<file path="src/rtl/if_fetch_pkg.sv">
// Shared constants and helpers for the instruction fetch stage.
package if_fetch_pkg;

  localparam int DEFAULT_DATA_WIDTH = 32;
  localparam int DEFAULT_BUS_WIDTH  = 32;

  localparam logic [31:0] DEFAULT_RESET_PC  = 32'h0000_0000;
  localparam logic [31:0] DEFAULT_NOP_INSTR = 32'h0000_0013;

  // Sequential fetch stride in bytes (one 32-bit instruction word).
  localparam int PC_INCR = 4;

  // True when the slots already committed (in flight, buffered, or waiting to
  // be discarded) leave room for one more request in the 2-entry buffer.
  function automatic logic has_credit(input logic [1:0] in_flight,
                                      input logic [1:0] buffered,
                                      input logic [1:0] dropping);
    return ({1'b0, in_flight} + {1'b0, buffered} + {1'b0, dropping}) < 3'd2;
  endfunction

endpackage

</file>
<file path="src/rtl/fetch_fifo.sv">
// Two-entry synchronous FIFO with a flush that empties it in one cycle.
// Push and pop in the same cycle are both honoured.
module fetch_fifo #(
  parameter int WIDTH = 32
) (
  input  logic             clk,
  input  logic             rst,
  input  logic             flush,
  input  logic             push,
  input  logic [WIDTH-1:0] push_data,
  input  logic             pop,
  output logic [WIDTH-1:0] head_data,
  output logic [1:0]       count
);

  logic [WIDTH-1:0] mem [2];
  logic             wr_ptr;
  logic             rd_ptr;
  logic             do_push;
  logic             do_pop;

  assign do_pop    = pop & (count != 2'd0);
  assign do_push   = push & ((count != 2'd2) | do_pop);
  assign head_data = mem[rd_ptr];

  // Storage array; contents past the head are don't-care so no reset needed.
  always_ff @(posedge clk) begin
    if (do_push && !flush) begin
      mem[wr_ptr] <= push_data;
    end
  end

  // Pointers and occupancy; flush and reset both return to empty.
  always_ff @(posedge clk) begin
    if (rst || flush) begin
      wr_ptr <= 1'b0;
      rd_ptr <= 1'b0;
      count  <= 2'd0;
    end else begin
      if (do_push) wr_ptr <= ~wr_ptr;
      if (do_pop)  rd_ptr <= ~rd_ptr;
      case ({do_push, do_pop})
        2'b10:   count <= count + 2'd1;
        2'b01:   count <= count - 2'd1;
        default: count <= count;
      endcase
    end
  end

endmodule

</file>
<file path="src/rtl/if_fetch.sv">
// Instruction fetch stage: owns the PC, issues sequential fetches to
// instruction memory, buffers up to two {pc, instruction} pairs and presents
// the oldest one to the IF/ID register. Redirects from EX discard everything
// in flight; responses already requested are counted and thrown away.
module if_fetch
  import if_fetch_pkg::*;
#(
  parameter int                    DATA_WIDTH = DEFAULT_DATA_WIDTH,
  parameter int                    BUS_WIDTH  = DEFAULT_BUS_WIDTH,
  parameter logic [BUS_WIDTH-1:0]  RESET_PC   = BUS_WIDTH'(DEFAULT_RESET_PC),
  parameter logic [DATA_WIDTH-1:0] NOP_INSTR  = DATA_WIDTH'(DEFAULT_NOP_INSTR)
) (
  input  logic                  clk,
  input  logic                  rst,
  output logic                  imem_req_valid,
  input  logic                  imem_req_ready,
  output logic [BUS_WIDTH-1:0]  imem_addr,
  input  logic                  imem_rsp_valid,
  input  logic [DATA_WIDTH-1:0] imem_rsp_data,
  input  logic                  jump_en,
  input  logic [BUS_WIDTH-1:0]  jump_addr,
  input  logic                  hold,
  output logic [DATA_WIDTH-1:0] instruction_o,
  output logic [BUS_WIDTH-1:0]  pc_o,
  output logic                  valid_o
);

  localparam int ENTRY_WIDTH = BUS_WIDTH + DATA_WIDTH;

  logic [BUS_WIDTH-1:0]   pc_q;
  logic [1:0]             outstanding;
  logic [1:0]             drop_cnt;

  logic [1:0]             pcq_count;
  logic [BUS_WIDTH-1:0]   pcq_head;
  logic [1:0]             buf_count;
  logic [ENTRY_WIDTH-1:0] buf_head;

  logic                   head_valid;
  logic                   pop;
  logic [1:0]             eff_count;
  logic                   req_fire;
  logic                   rsp_fire;
  logic                   rsp_drop;
  logic                   rsp_keep;
  logic [BUS_WIDTH-1:0]   jump_target;

  // A slot freed by this cycle's pop can be re-requested immediately, which is
  // what sustains one instruction per cycle behind a single-cycle memory.
  assign head_valid  = buf_count != 2'd0;
  assign pop         = head_valid & ~hold & ~jump_en;
  assign eff_count   = buf_count - {1'b0, pop};
  assign jump_target = jump_addr & ~BUS_WIDTH'(3);

  assign imem_req_valid = has_credit(outstanding, eff_count, drop_cnt) & ~jump_en & ~rst;
  assign imem_addr      = pc_q;
  assign req_fire       = imem_req_valid & imem_req_ready;

  // A response belongs to a discarded request if drops are pending, or if a
  // redirect is happening in the very cycle it arrives.
  assign rsp_fire = imem_rsp_valid & (outstanding != 2'd0) & (pcq_count != 2'd0 | drop_cnt != 2'd0 | jump_en);
  assign rsp_drop = rsp_fire & (jump_en | (drop_cnt != 2'd0));
  assign rsp_keep = rsp_fire & ~rsp_drop;

  assign valid_o       = head_valid & ~jump_en;
  assign pc_o          = valid_o ? buf_head[ENTRY_WIDTH-1:DATA_WIDTH] : '0;
  assign instruction_o = valid_o ? buf_head[DATA_WIDTH-1:0] : NOP_INSTR;

  // PCs of accepted requests, matched in order with returning responses.
  fetch_fifo #(.WIDTH(BUS_WIDTH)) u_pc_queue (
    .clk       (clk),
    .rst       (rst),
    .flush     (jump_en),
    .push      (req_fire),
    .push_data (pc_q),
    .pop       (rsp_keep),
    .head_data (pcq_head),
    .count     (pcq_count)
  );

  // Fetched {pc, instruction} pairs waiting for IF/ID.
  fetch_fifo #(.WIDTH(ENTRY_WIDTH)) u_fetch_buffer (
    .clk       (clk),
    .rst       (rst),
    .flush     (jump_en),
    .push      (rsp_keep),
    .push_data ({pcq_head, imem_rsp_data}),
    .pop       (pop),
    .head_data (buf_head),
    .count     (buf_count)
  );

  // PC, in-flight counter and pending-drop counter.
  always_ff @(posedge clk) begin
    if (rst) begin
      pc_q        <= RESET_PC;
      outstanding <= 2'd0;
      drop_cnt    <= 2'd0;
    end else begin
      outstanding <= outstanding + {1'b0, req_fire} - {1'b0, rsp_fire};
      if (jump_en) begin
        pc_q     <= jump_target;
        drop_cnt <= outstanding - {1'b0, rsp_fire};
      end else begin
        if (req_fire) pc_q <= pc_q + BUS_WIDTH'(PC_INCR);
        if (rsp_drop) drop_cnt <= drop_cnt - 2'd1;
      end
    end
  end

  // Memory must never answer when nothing has been requested.
  always_ff @(posedge clk) begin
    if (!rst) begin
      assert (!(imem_rsp_valid && outstanding == 2'd0))
        else $error("if_fetch: response with no request outstanding");
    end
  end

endmodule

</file>
<file path="config.mk">
export PLATFORM = sky130hd
export DESIGN_NAME = if_fetch
export DESIGN_NICKNAME = d
export VERILOG_FILES = /design/src/rtl/if_fetch_pkg.sv /design/src/rtl/fetch_fifo.sv /design/src/rtl/if_fetch.sv
export SDC_FILE = /design/constraint.sdc
export NUM_CORES = 1
export LEC_CHECK = 0
export ABC_AREA = 1
export BUFFER_PORTS_ARGS = -buffer_cell sky130_fd_sc_hd__buf_2
export CAP_MARGIN = 10
export CORE_MARGIN = 1
export CORE_UTILIZATION = 61
export DETAILED_ROUTE_END_ITERATION = 8
export GPL_ROUTABILITY_DRIVEN = 0
export PLACE_DENSITY = 0.85
export REMOVE_ABC_BUFFERS = 1
export SYNTH_ARGS = -nofsm -noshare
export SYNTH_HDL_FRONTEND = slang
export SYNTH_SLANG_ARGS = --single-unit
export TNS_END_PERCENT = 30
</file>
<file path="constraint.sdc">
create_clock -name clk -period 8.6 [get_ports clk]
set_input_delay 0.86 -clock clk [delete_from_list [all_inputs] [get_ports clk]]
set_output_delay 0.86 -clock clk [all_outputs]
set_load 0.02 [all_outputs]
</file>
==> impl_metrics.json <==
{
  "wl_met2_um": 10000,
  "critPathMostFrequentCell": "inv_1",
  "die_area_um2": 17100,
  "grt_pass1_wl_um": 31430,
  "status": "completed",
  "rows": 46,
  "async_reset_ff_frac": 0,
  "synth_cell_types": 38,
  "grt_pass1_vias": 6562,
  "required_ns": 8.74,
  "drv_cap": 0,
  "drt-initial-drc-count": 466,
  "slew_viol_final": 0,
  "finalCritPeriodShare": 0.5395,
  "fin_nets": 1127,
  "synth_seq_area_share": 0.6332,
  "fill_cells": 1082,
  "drc": 0,
  "clk_path_buf_depth": 3,
  "fin_skew_ns": 0.01060,
  "antenna_cells": 0,
  "hold-worst-slack_ns": 0.4693,
  "pwr-share-comb": 0.061,
  "synth-main-ff-cell": "edfxtp_1",
  "fmaxAchievable_ghz": 0.2155,
  "hold_buffers": 0,
  "postCtsSetupBuffers": 0,
  "syn2layout_area_growth_pct": 16.61,
  "critPathCaptureType": "register",
  "crit_path_cell_trace": "buf_2 -> a21oi_4 -> buf_4 -> nand2_2 -> inv_1 -> ha_1 -> xnor2_1 -> fa_1 -> inv_1 -> ha_1 -> nand2_1 -> inv_1 -> nor2_1 -> nand3_4 -> inv_2 -> nand2_1 -> nor2_2 -> buf_4",
  "cts_sinks": 228,
  "hold_violations": 0,
  "htree_levels": 1,
  "start_kind": "input pin",
  "yosys.area.top_type": "edfxtp_1",
  "power_density_nw_per_um2": 195.0,
  "synth_area_leaders": "edfxtp_1 55%, mux2_2 9.9%, dfxtp_1 8.7%",
  "root_buffer": "clkbuf_16",
  "fp.dieH_um": 130.8,
  "power_leakage_nw": 5.087,
  "netSwitchingFraction": 0.2178,
  "initial_utilization": 0.6300,
  "syn-cell-area_um2": 10120,
  "irDropWorstVdd_uv": 135.8,
  "cts_buffers": 23,
  "insertion_delay_ns": 0.50,
  "hp-class": "register to register",
  "tightestPinTransition_ns": 0.8947,
  "avgSynthCellArea_um2": 11.46,
  "grt.total_usage": 0.2424,
  "grt_antenna_before_repair": 0,
  "ys_top_cells_by_count": "194 x nand2_1, 184 x edfxtp_1, 127 x inv_1",
  "fin_setup_tns_ns": 0,
  "fin_area_um2": 11800,
  "utilization": 0.7347,
  "port_buffers": 161,
  "p_int_mw": 1.799,
  "setup_violations": 0,
  "first_pass_iters": 4,
  "synth-seq-cells": 228,
  "dp.cells": 1238,
  "cpMaxStageDelayCell": "buf_4",
  "wl_met3_um": 1339,
  "drt-met1-wl_um": 8059,
  "clockPowerShare": 0.399,
  "synth_top_area_share": 0.5461,
  "die_w_um": 130.8,
  "place_area_um2": 11110,
  "clkTransAtPathRegs_ns": 0.06,
  "rsz0062_at_grt": "false",
  "multi_input_area_um2": 3078,
  "core_um2": 16060,
  "top_layer_used": "met4",
  "fin_crit_ns": 4.640,
  "boundaryPins": 168,
  "cts_resized": 0,
  "yosysWarnings": 0,
  "grt_overflow": 0,
  "via_count": 6729,
  "hpwl_um": 12890,
  "fin_cells": 1279,
  "vias_per_cell": 5.261,
  "syn_inst": 883,
  "grt_max_degree": 66,
  "ant_nets": 0,
  "final_layout_size_suffix_gt1_frac": 0.3057,
  "register_area_um2": 6407,
  "cts_tree": "yes",
  "max_stage_delay_ns": 0.55,
  "wl_um": 20150,
  "crit_type": "input pin to register",
  "synth_most_common_cell": "nand2_1",
  "cp.arrival_ns": 4.78,
  "wl_per_cell_um": 15.75,
  "crit_fanout": 64,
  "power_frac_seq": 0.540,
  "slew_headroom": 0.4036,
  "synth_edf_count": 184,
  "switching_power_mw": 0.5011
}
==> layout make-up <==
cell class              count  share of cell area
flip-flops and latches    228              0.5431
multi-input cells         495              0.2609
repair buffers            168             0.07275
clock buffers              30             0.05186
inverters                 131             0.04168
well taps                 216             0.02291
clock inverters            11            0.006788
==> power by group through the flow <==
stage / Combinational (mW) / Clock, mW / Sequential [mW]
final: 0.141 / 0.918 / 1.24
after global routing: 0.158 / 0.972 / 1.24
after CTS: 0.142 / 0.934 / 1.24
after detailed placement: 0.140 / 0 / 1.26
after global placement: 0.135 / 0 / 1.26
after floorplan: 0.0760 / 0 / 1.27
==> cells by family (layout without fill, tap and decap cells) <==
logic type      after synthesis  count (layout)  synth area share
compound gates               68              68           0.03834
simple gates                308             308            0.1367
mux                          89              89           0.09906
fa+ha+maj                    10              10           0.01311
other cells                   1               4         0.0003707
buf+inv                     163             340           0.06542
flops                       228             228            0.6332
xor+xnor                     16              16           0.01385
==> final timing paths <==
check	depth (start not counted)	slack (ns)	from	to
worst max-delay path	18	3.96	jump_en	u_pc_queue.mem[1][4]
worst min-delay path	2	0.47	u_pc_queue.wr_ptr	u_pc_queue.wr_ptr
worst max register to register	18	4.23	u_fetch_buffer.count[0]	u_pc_queue.mem[1][4]
worst min register to register	2	0.47	u_pc_queue.wr_ptr	u_pc_queue.wr_ptr
==> flip-flops by register name, indices dropped and copies added, names as in the netlist, 2 cells and up, named ones only <==
name / cells
u_pc_queue.count: 2
outstanding: 2
u_fetch_buffer.mem: 124
imem_addr: 30
u_fetch_buffer.count: 2
drop_cnt: 2
u_pc_queue.mem: 60
==> routing by layer <==
metal | track usage | vias up
met5 | 0 | -
met1 | 0.2806 | 3172
li1 | - | 3272
met3 | 0.04316 | 51
met4 | 0.1149 | 0
met2 | 0.4360 | 234
==> placed cells by master (no fill, tap or decap), types with 2 or more instances in the layout <==
cell type  synthesis  layout
o21ai_1            2       2
conb_1             1       4
or2_2              2       2
nor3_1             2       2
xor2_1            13      13
nor2_4             7       9
nor2_2             7       8
buf_2             13     161
xnor2_1            3       3
edfxtp_1         184     184
nand2_1          194     194
clkinv_1           0       3
mux2_2            89      89
nand3_4            3       3
nand3_1           37      37
nand2_2            4       4
dfxtp_1           44      43
clkinv_2           0       6
nand3_2            2       2
inv_1            127     127
o21a_1             2       2
a21oi_1           25      25
o211ai_1           3       3
ha_1               9       9
a31oi_1            8       8
buf_4              5       7
and2_1             2       2
clkbuf_1          11       6
inv_2              4       4
nor2_1            42      39
nand4_1            4       4
o21bai_1           4       4
clkbuf_16          0      23
o21ai_0           22      22
==> worst max-delay path: cells and delay by family <==
| kind | cells | cell delay, ns |
|---|---|---|
| buffers and inverters | 7 | 1.86 |
| and+or+nand+nor | 6 | 0.89 |
| adders and majority gates | 3 | 0.86 |
| AOI/OAI and AO/OA | 1 | 0.20 |
| xor gates and xnor gates | 1 | 0.08 |
==> through the flow <==
stage	setup slack, ns	power, mW
after global routing	3.532	2.374
after global placement	3.402	1.397
after CTS	3.877	2.316
after floorplan	3.105	1.344
final	3.960	2.300
after detailed placement	3.365	1.404
Power figures use the tool's default switching activity.
